`src/rtl/fp_mant_booth_seq.sv`:
```
// rtl/fp_mant_booth_seq.sv - sequential radix-4 Booth multiplier for 24-bit FP mantissas
module fp_mant_booth_seq (
  input  logic        clk,
  input  logic        rst_n,
  input  logic        in_valid,
  output logic        in_ready,
  input  logic [22:0] frc_X,
  input  logic [22:0] frc_Y,
  output logic        out_valid,
  input  logic        out_ready,
  output logic [47:0] frc_Z_full,
  output logic        busy
);

  localparam logic [1:0] S_IDLE = 2'd0;
  localparam logic [1:0] S_CALC = 2'd1;
  localparam logic [1:0] S_DONE = 2'd2;

  logic [1:0]  state;
  logic [49:0] mcand;    // {1,frc_X} pre-shifted by 4^i for the current digit
  logic [26:0] mplier;   // {2'b00,1,frc_Y,0} shifted right two bits per digit
  logic [49:0] acc;
  logic [3:0]  cnt;
  logic [49:0] pp;
  logic [49:0] acc_next;

  assign in_ready  = (state == S_IDLE);
  assign out_valid = (state == S_DONE);
  assign busy      = (state != S_IDLE);

  always_comb begin
    pp = '0;
    case (mplier[2:0])
      3'b001, 3'b010: pp = mcand;
      3'b011:         pp = {mcand[48:0], 1'b0};
      3'b100:         pp = ~{mcand[48:0], 1'b0} + 50'd1;
      3'b101, 3'b110: pp = ~mcand + 50'd1;
      default:        pp = '0;
    endcase
    acc_next = acc + pp;
  end

  always_ff @(posedge clk or negedge rst_n) begin
    if (!rst_n) begin
      state      <= S_IDLE;
      mcand      <= '0;
      mplier     <= '0;
      acc        <= '0;
      cnt        <= '0;
      frc_Z_full <= '0;
    end else begin
      case (state)
        S_IDLE: begin
          if (in_valid) begin
            mcand  <= {26'd0, 1'b1, frc_X};
            mplier <= {2'b00, 1'b1, frc_Y, 1'b0};
            acc    <= '0;
            cnt    <= '0;
            state  <= S_CALC;
          end
        end
        S_CALC: begin
          acc    <= acc_next;
          mcand  <= {mcand[47:0], 2'b00};
          mplier <= {2'b00, mplier[26:2]};
          cnt    <= cnt + 4'd1;
          if (cnt == 4'd12) begin
            // Result register only moves here so it holds across the next operation
            frc_Z_full <= acc_next[47:0];
            state      <= S_DONE;
          end
        end
        S_DONE: begin
          if (out_ready) state <= S_IDLE;
        end
        default: state <= S_IDLE;
      endcase
    end
  end

endmodule

```
`config.mk`:
```
export PLATFORM = sky130hd
export DESIGN_NAME = fp_mant_booth_seq
export DESIGN_NICKNAME = d
export VERILOG_FILES = /design/src/rtl/fp_mant_booth_seq.sv
export SDC_FILE = /design/constraint.sdc
export NUM_CORES = 1
export LEC_CHECK = 0
export CORE_ASPECT_RATIO = 1.5
export CORE_MARGIN = 3
export CORE_UTILIZATION = 40
export CTS_BUF_LIST = sky130_fd_sc_hd__clkbuf_8
export DETAILED_ROUTE_END_ITERATION = 12
export DONT_BUFFER_PORTS = 1
export GPL_ROUTABILITY_DRIVEN = 0
export SYNTH_ARGS = -nofsm -noshare
export SYNTH_HDL_FRONTEND = slang
export SYNTH_SLANG_ARGS = --single-unit
```
`constraint.sdc`:
```
create_clock -name clk -period 11.4 [get_ports clk]
set_clock_uncertainty 0.1 [all_clocks]
set_input_delay 0.57 -clock clk [delete_from_list [all_inputs] [get_ports clk]]
set_output_delay 0.57 -clock clk [all_outputs]
set_load 0.1 [all_outputs]
```
Yosys cells after proc, flatten, opt, wreduce, memory -nomap -nowiden
Index checks and enable logic that the tools add are counted.
- bits of input ports: 50
- logic and storage cells: 45
- output and inout bits: 51
- register bits after elaboration: 181
- multiplexer cells: 13
- equal/unequal tests: 12
- add/subtract/negate cells: 4
- bitwise gates (word level): 2
- reductions and logical operators: 8
- operator list (cell ; count):
    $pmux 50 s2 ; 2
    $pmux 50 s4 ; 1
    $add 50x1->50 const B ; 2
    $mux 50 ; 2
    $not 50->50 ; 2
    $pmux 27 s2 ; 1
    $add 50x50->50 ; 1
    $mux 27 ; 1
    $eq 3x3->1 const B ; 3
    $pmux 4 s2 ; 1
    $eq 3x2->1 const B ; 2
    $mux 2 ; 3
    $pmux 2 s3 ; 1
    $add 4x1->4 const B ; 1
    $eq 4x4->1 const B ; 1
    $mux 4 ; 1
    $ne 2x2->1 const B ; 2
    $reduce_and 2->1 ; 2
    $reduce_bool 2->1 ; 2
    $reduce_or 2->1 ; 2
    $eq 3x1->1 const B ; 1
    $reduce_and 3->1 ; 1
    $eq 2x1->1 const B ; 1
    $eq 2x2->1 const B ; 1
    other kinds (2) ; 2

Logic depth before layout (Yosys ltp)
- depth after elaboration: 5
- depth in mapped cells: 22
- gate-level depth less buffers: 21

Worst setup path after synthesis
Ideal clock, no wire load.
- path type: flip-flop to flip-flop
- start point: register mcand[0]
- end point: register frc_Z_full[44]
- slack: 5.862 ns
- buffers on the path: 0
- arrival: 5.367 ns
- stages on the path, launching flop included: 21
- setup time: 0.071 ns
- period minus slack after synthesis: 5.538 ns
- required time: 11.229 ns
- cell sequence: dfrtp_1 -> inv_1 -> ha_1 -> or3b_2 -> or2_1 -> or3_1 -> or3_1 -> or3_1 -> nand2_1 -> xnor2_1 -> a221oi_1 -> a31oi_1 -> ha_1 -> a21o_1 -> a21oi_1 -> o211ai_1 -> o211ai_1 -> a2bb2oi_1 -> o311ai_0 -> or4b_2 -> nand3_1
- cells in the longest elaborated chain, start to end: 4
- elaborated cells on any way between the ends: 6
- classes of those cells: add/sub (3); mux (1); bitwise (2)
- ends and longest elaborated chain (element ; RTL line ; RTL):
    start, declared ; 20 ; logic [49:0] mcand;
    start signal, assigned ; 55 ; mcand <= {26'd0, 1'b1, frc_X};
    start signal, assigned ; 64 ; mcand <= {mcand[47:0], 2'b00};
    $not 50->50 (on tied branches) ; 37, 36 ;
    $add 50x1->50 (on tied branches) ; 37, 36 ;
    $pmux 50 s4 * ; 33 ; case (mplier[2:0])
    $add 50x50->50 * ; 40 ; acc_next = acc + pp;
    end signal, assigned ; 69 ; frc_Z_full <= acc_next[47:0];
    end, declared ; 11 ; output logic [47:0] frc_Z_full,
Mark *: on every way between the ends. The rest lies on a longest branch, timed or not.
A chain may end at the register's enable or synchronous reset.

Worst setup path in the final report
Ends and elaborated chain as after synthesis.

==> impl_table.tex <==
\begin{tabular}{lr}
\hline
Metric & Value \\
\hline
\multicolumn{2}{l}{\textbf{Outcome}} \\
\quad Failing checks & negative hold slack \\
\quad Result of the run & finished, violations left \\
\multicolumn{2}{l}{\textbf{Timing}} \\
\quad Final setup violation count & 0 \\
\quad Tmin final & 6.28 ns \\
\quad Unrepaired setup endpoints after global routing & false \\
\quad Final cycle utilization of the critical path & 55.1\% \\
\quad Worst-Margin Slew & 1.14 ns \\
\quad Max transition margin & 24.0\% \\
\quad Hold Slack & -0.00699 ns \\
\quad Count of final hold-check violations & 4 \\
\quad Maximum clock frequency & 0.159 GHz \\
\quad Post-route setup TNS & 0 ns \\
\quad Final Slew Violations & 0 \\
\multicolumn{2}{l}{\textbf{Clocking}} \\
\quad Count of H-tree levels built during CTS & 4 \\
\quad Number of buffers between clock root and the deepest sink & 2 \\
\quad Clock latency on the worst-skew pair & 0.52 ns \\
\quad Clock transition at the registers of the reported paths & 0.11 ns \\
\quad TritonCTS clock tree & done \\
\quad Quantity of gates resized following cts & 0 \\
\quad Clock root buffer & sky130\_fd\_sc\_hd\_\_clkbuf\_8 \\
\quad Total clock buffers created by CTS & 17 \\
\quad Count of clock tree sinks & 175 \\
\quad \# Post-CTS Setup Buffers & 0 \\
\multicolumn{2}{l}{\textbf{Floorplan}} \\
\quad Rows & 78 \\
\quad Total core area & 0.0306 sq mm \\
\quad Horizontal extent of the die & 151 um \\
\quad Effective utilization at floorplan & 41.0\% \\
\quad Number of top-level pins & 101 \\
\quad Die Footprint & 0.0336 sq mm \\
\quad Die boundary height & 223 um \\
\multicolumn{2}{l}{\textbf{Setup path}} \\
\quad Data arrival time at the worst-slack endpoint & 6.64 ns \\
\quad Worst stage delay on the critical path & 0.68 ns \\
\quad Data required time of the worst path & 11.76 ns \\
\quad Critical register-to-register path endpoint & frc\_Z\_full[44] \\
\quad Crit Path Max Fanout & 10 \\
\quad Worst setup path class & reg -> reg \\
\quad Origin of the critical flop-to-flop path & mcand[0] \\
\quad Slowest library cell on the worst path & sky130\_fd\_sc\_hd\_\_or4b\_2 \\
\quad Crit. End Element & flop \\
\quad Register-to-Register Path Depth & 20 \\
\quad Cell type with the highest occurrence count on the critical path & sky130\_fd\_sc\_hd\_\_or3\_1 \\
\quad Crit-path cells & inv\_1, ha\_1, or3b\_2, or2\_1, or3\_1, or3\_1, or3\_1, nand2\_1, xnor2\_1, a221oi\_1, a31oi\_1, ha\_1, a21o\_1, a21oi\_1, o211ai\_1, o211ai\_1, a2bb2oi\_1, o311ai\_0, or4b\_2, nand3\_1 \\
\quad Slack of the worst reg-to-reg path & 5.12 ns \\
\quad Element type at the critical path start & flop \\
\multicolumn{2}{l}{\textbf{Finish}} \\
\quad Relative area change from synthesis to final layout & 3.95\% \\
\quad Filler instances & 3,123 \\
\quad Final non-filler cell area & 0.0131 sq mm \\
\quad Final nets & 1,476 \\
\quad Share of cells above drive strength 1 & 6.99\% \\
\quad Number of diodes & 0 \\
\quad Fraction of the core area covered by cells at the end of the flow & 42.6\% \\
\multicolumn{2}{l}{\textbf{Yosys}} \\
\quad Count of distinct cell types in the synthesized netlist & 70 \\
\quad Gate count of the mapped netlist & 1,482 \\
\quad Netlist area before placement & 0.0126 sq mm \\
\quad Leading cell types by count after synthesis & sky130\_fd\_sc\_hd\_\_nand2\_1 (184), sky130\_fd\_sc\_hd\_\_dfrtp\_1 (175), sky130\_fd\_sc\_hd\_\_clkbuf\_1 (125) \\
\quad Most frequent cell after synthesis & sky130\_fd\_sc\_hd\_\_nand2\_1 \\
\quad Leading cell types by total area after synthesis & sky130\_fd\_sc\_hd\_\_dfrtp\_1 (35\%), sky130\_fd\_sc\_hd\_\_nand2\_1 (5.5\%), sky130\_fd\_sc\_hd\_\_ha\_1 (5.0\%) \\
\quad Largest area contributor in the synthesized netlist & sky130\_fd\_sc\_hd\_\_dfrtp\_1 \\
\quad Area share of the largest cell type after synthesis & 34.9\% \\
\quad Dominant synthesized flop cell & sky130\_fd\_sc\_hd\_\_dfrtp\_1 \\
\quad Post-synthesis sequential element count & 175 \\
\quad Synth Warn \# & 0 \\
\quad Async set or reset register ratio after synthesis & 100\% \\
\quad Number of enable-type register cells in the synthesized netlist & 0 \\
\quad Sequential element share of the synthesized area & 34.9\% \\
\quad Mean instance size in the synthesized netlist & 8.48 sq um \\
\quad Syn\_nets & 1,583 \\
\multicolumn{2}{l}{\textbf{Run}} \\
\quad Count of maximum capacitance violations & 0 \\
\multicolumn{2}{l}{\textbf{GRT}} \\
\quad Overflow left after global routing & 0 \\
\quad Wire length of the first global-routing pass & 59,600 um \\
\quad Number of global-route vias before repair & 10.8k \\
\quad Pin count of the biggest net entering global routing & 176 \\
\quad Global Route Usage Sum & 22.2\% \\
\quad Antenna violations before repair & 0 \\
\multicolumn{2}{l}{\textbf{Drt}} \\
\quad Number of detailed-route iterations in the first pass & 5 \\
\quad Routed wire length & 37,000 um \\
\quad Violation count after the first detailed-route iteration & 882 \\
\quad DRC violations left & 0 \\
\quad Via count of the routed design & 10.9k \\
\quad Average detailed-routed wire length per instance & 20.7 um \\
\quad Detail Route Antenna Nets & 0 \\
\quad Average vias per placed instance & 6.10 \\
\multicolumn{2}{l}{\textbf{Place}} \\
\quad Placed inst area & 0.0126 sq mm \\
\quad Final HPWL DP & 25,800 um \\
\quad Port-buffer cells & 0 \\
\multicolumn{2}{l}{\textbf{Hold path}} \\
\quad Worst min-delay path category & in -> async \\
\hline
\end{tabular}
-- cell families after synthesis --
family	after synthesis	share of synthesized area, %
flip-flops	175	34.9
AND/OR/NAND/NOR	459	18.4
AO/OA/AOI/OAI	499	26.3
XOR/XNOR	100	6.97
buffers and inverters	156	4.76
adder cells (fa/ha/maj)	51	5.14
multiplexers	42	3.63
-- cell type report --
class / count / area (sq um) / share of cell area, %
inverters: 17 / 63.8 / 0.489
well taps: 400 / 500 / 3.83
clock buffers: 17 / 234 / 1.79
clock inverters: 15 / 151 / 1.16
repair buffers: 13 / 118 / 0.901
multi-input cells: 1151 / 7610 / 58.3
flip-flops and latches: 175 / 4380 / 33.6
-- worst max path at each step --
| stage | end | slack [ns] | from | cells after the start |
|---|---|---|---|---|
| 2_1_floorplan | frc_Z_full[44] | 5.86 | mcand[0] | 20 |
| 3_3_place_gp | frc_Z_full[44] | 5.25 | mcand[0] | 20 |
| 3_5_place_dp | frc_Z_full[44] | 5.14 | mcand[0] | 20 |
| 4_1_cts | frc_Z_full[44] | 5.11 | mcand[0] | 20 |
| 5_1_grt | frc_Z_full[44] | 4.64 | mcand[0] | 20 |
| 6_report | frc_Z_full[44] | 5.12 | mcand[0] | 20 |
-- sequential cells by signal, indices dropped and copies added, names as in the netlist --
| signal | flops |
|---|---|
| acc | 48 |
| frc_Z_full | 48 |
| mcand | 48 |
| mplier | 25 |
| cnt | 4 |
| state | 2 |
-- through the flow --
stage	worst slack, ns	cells	hold WS [ns]
after floorplan	5.86	1482	0.174
after global placement	5.25	1755	0.182
after detailed placement	5.14	1755	0.187
after CTS	5.11	1788	0.0299
after global routing	4.64	1788	0.0470
final	5.12	1788	-0.00699
-- cell usage in the layout, fill, tap and decap left out, types with 7 or more instances in the layout --
cell type	Yosys	layout
sky130_fd_sc_hd__a21o_1	31	31
sky130_fd_sc_hd__a21oi_1	113	113
sky130_fd_sc_hd__a221oi_1	18	18
sky130_fd_sc_hd__a22o_1	63	63
sky130_fd_sc_hd__a22oi_1	42	42
sky130_fd_sc_hd__a31oi_1	18	18
sky130_fd_sc_hd__and2_1	7	7
sky130_fd_sc_hd__and3_1	7	7
sky130_fd_sc_hd__and3b_1	21	21
sky130_fd_sc_hd__buf_4	0	12
sky130_fd_sc_hd__clkbuf_8	0	17
sky130_fd_sc_hd__dfrtp_1	175	171
sky130_fd_sc_hd__ha_1	50	50
sky130_fd_sc_hd__inv_1	17	17
sky130_fd_sc_hd__mux2_2	28	28
sky130_fd_sc_hd__mux2i_1	14	14
sky130_fd_sc_hd__nand2_1	184	184
sky130_fd_sc_hd__nand2b_1	13	13
sky130_fd_sc_hd__nand3_1	18	18
sky130_fd_sc_hd__nand4_1	21	21
sky130_fd_sc_hd__nor2_1	66	64
sky130_fd_sc_hd__nor2b_1	32	30
sky130_fd_sc_hd__nor3_1	24	24
sky130_fd_sc_hd__nor4_1	7	7
sky130_fd_sc_hd__o21a_1	12	12
sky130_fd_sc_hd__o21ai_0	122	122
sky130_fd_sc_hd__o22ai_1	11	11
sky130_fd_sc_hd__o31ai_1	9	9
sky130_fd_sc_hd__or3_1	24	24
sky130_fd_sc_hd__or4_1	7	7
sky130_fd_sc_hd__xnor2_1	55	55
sky130_fd_sc_hd__xor2_1	45	45
-- timing repair --
action	CTS	global route
endpoints found under the hold margin	175	0
hold buffers	1	0
endpoints found under the setup margin	0	0
-- worst max-delay path, delay by kind of cell (launching register included) --
family,cells,cell delay (ns)
AND/OR/NAND/NOR,8,2.84
AO/OA/AOI/OAI,8,2.05
adder cells (fa/ha/maj),2,0.59
flip-flops,1,0.41
buffers and inverters,1,0.13
XOR/XNOR,1,0.09
-- metal layers --
| metal | up-vias | wire [um] | track usage (%) |
|---|---|---|---|
| met4 | 0 | 1690 | 10.5 |
| met2 | 344 | 18700 | 38.2 |
| met3 | 72 | 1750 | 3.98 |
| met1 | 5294 | 14800 | 26.6 |
| met5 | - | 0 | 0 |
| li1 | 5190 | - | - |
Power is not shown: default switching activity piles up to over one toggle a cycle in this logic, so the estimate is an artifact.
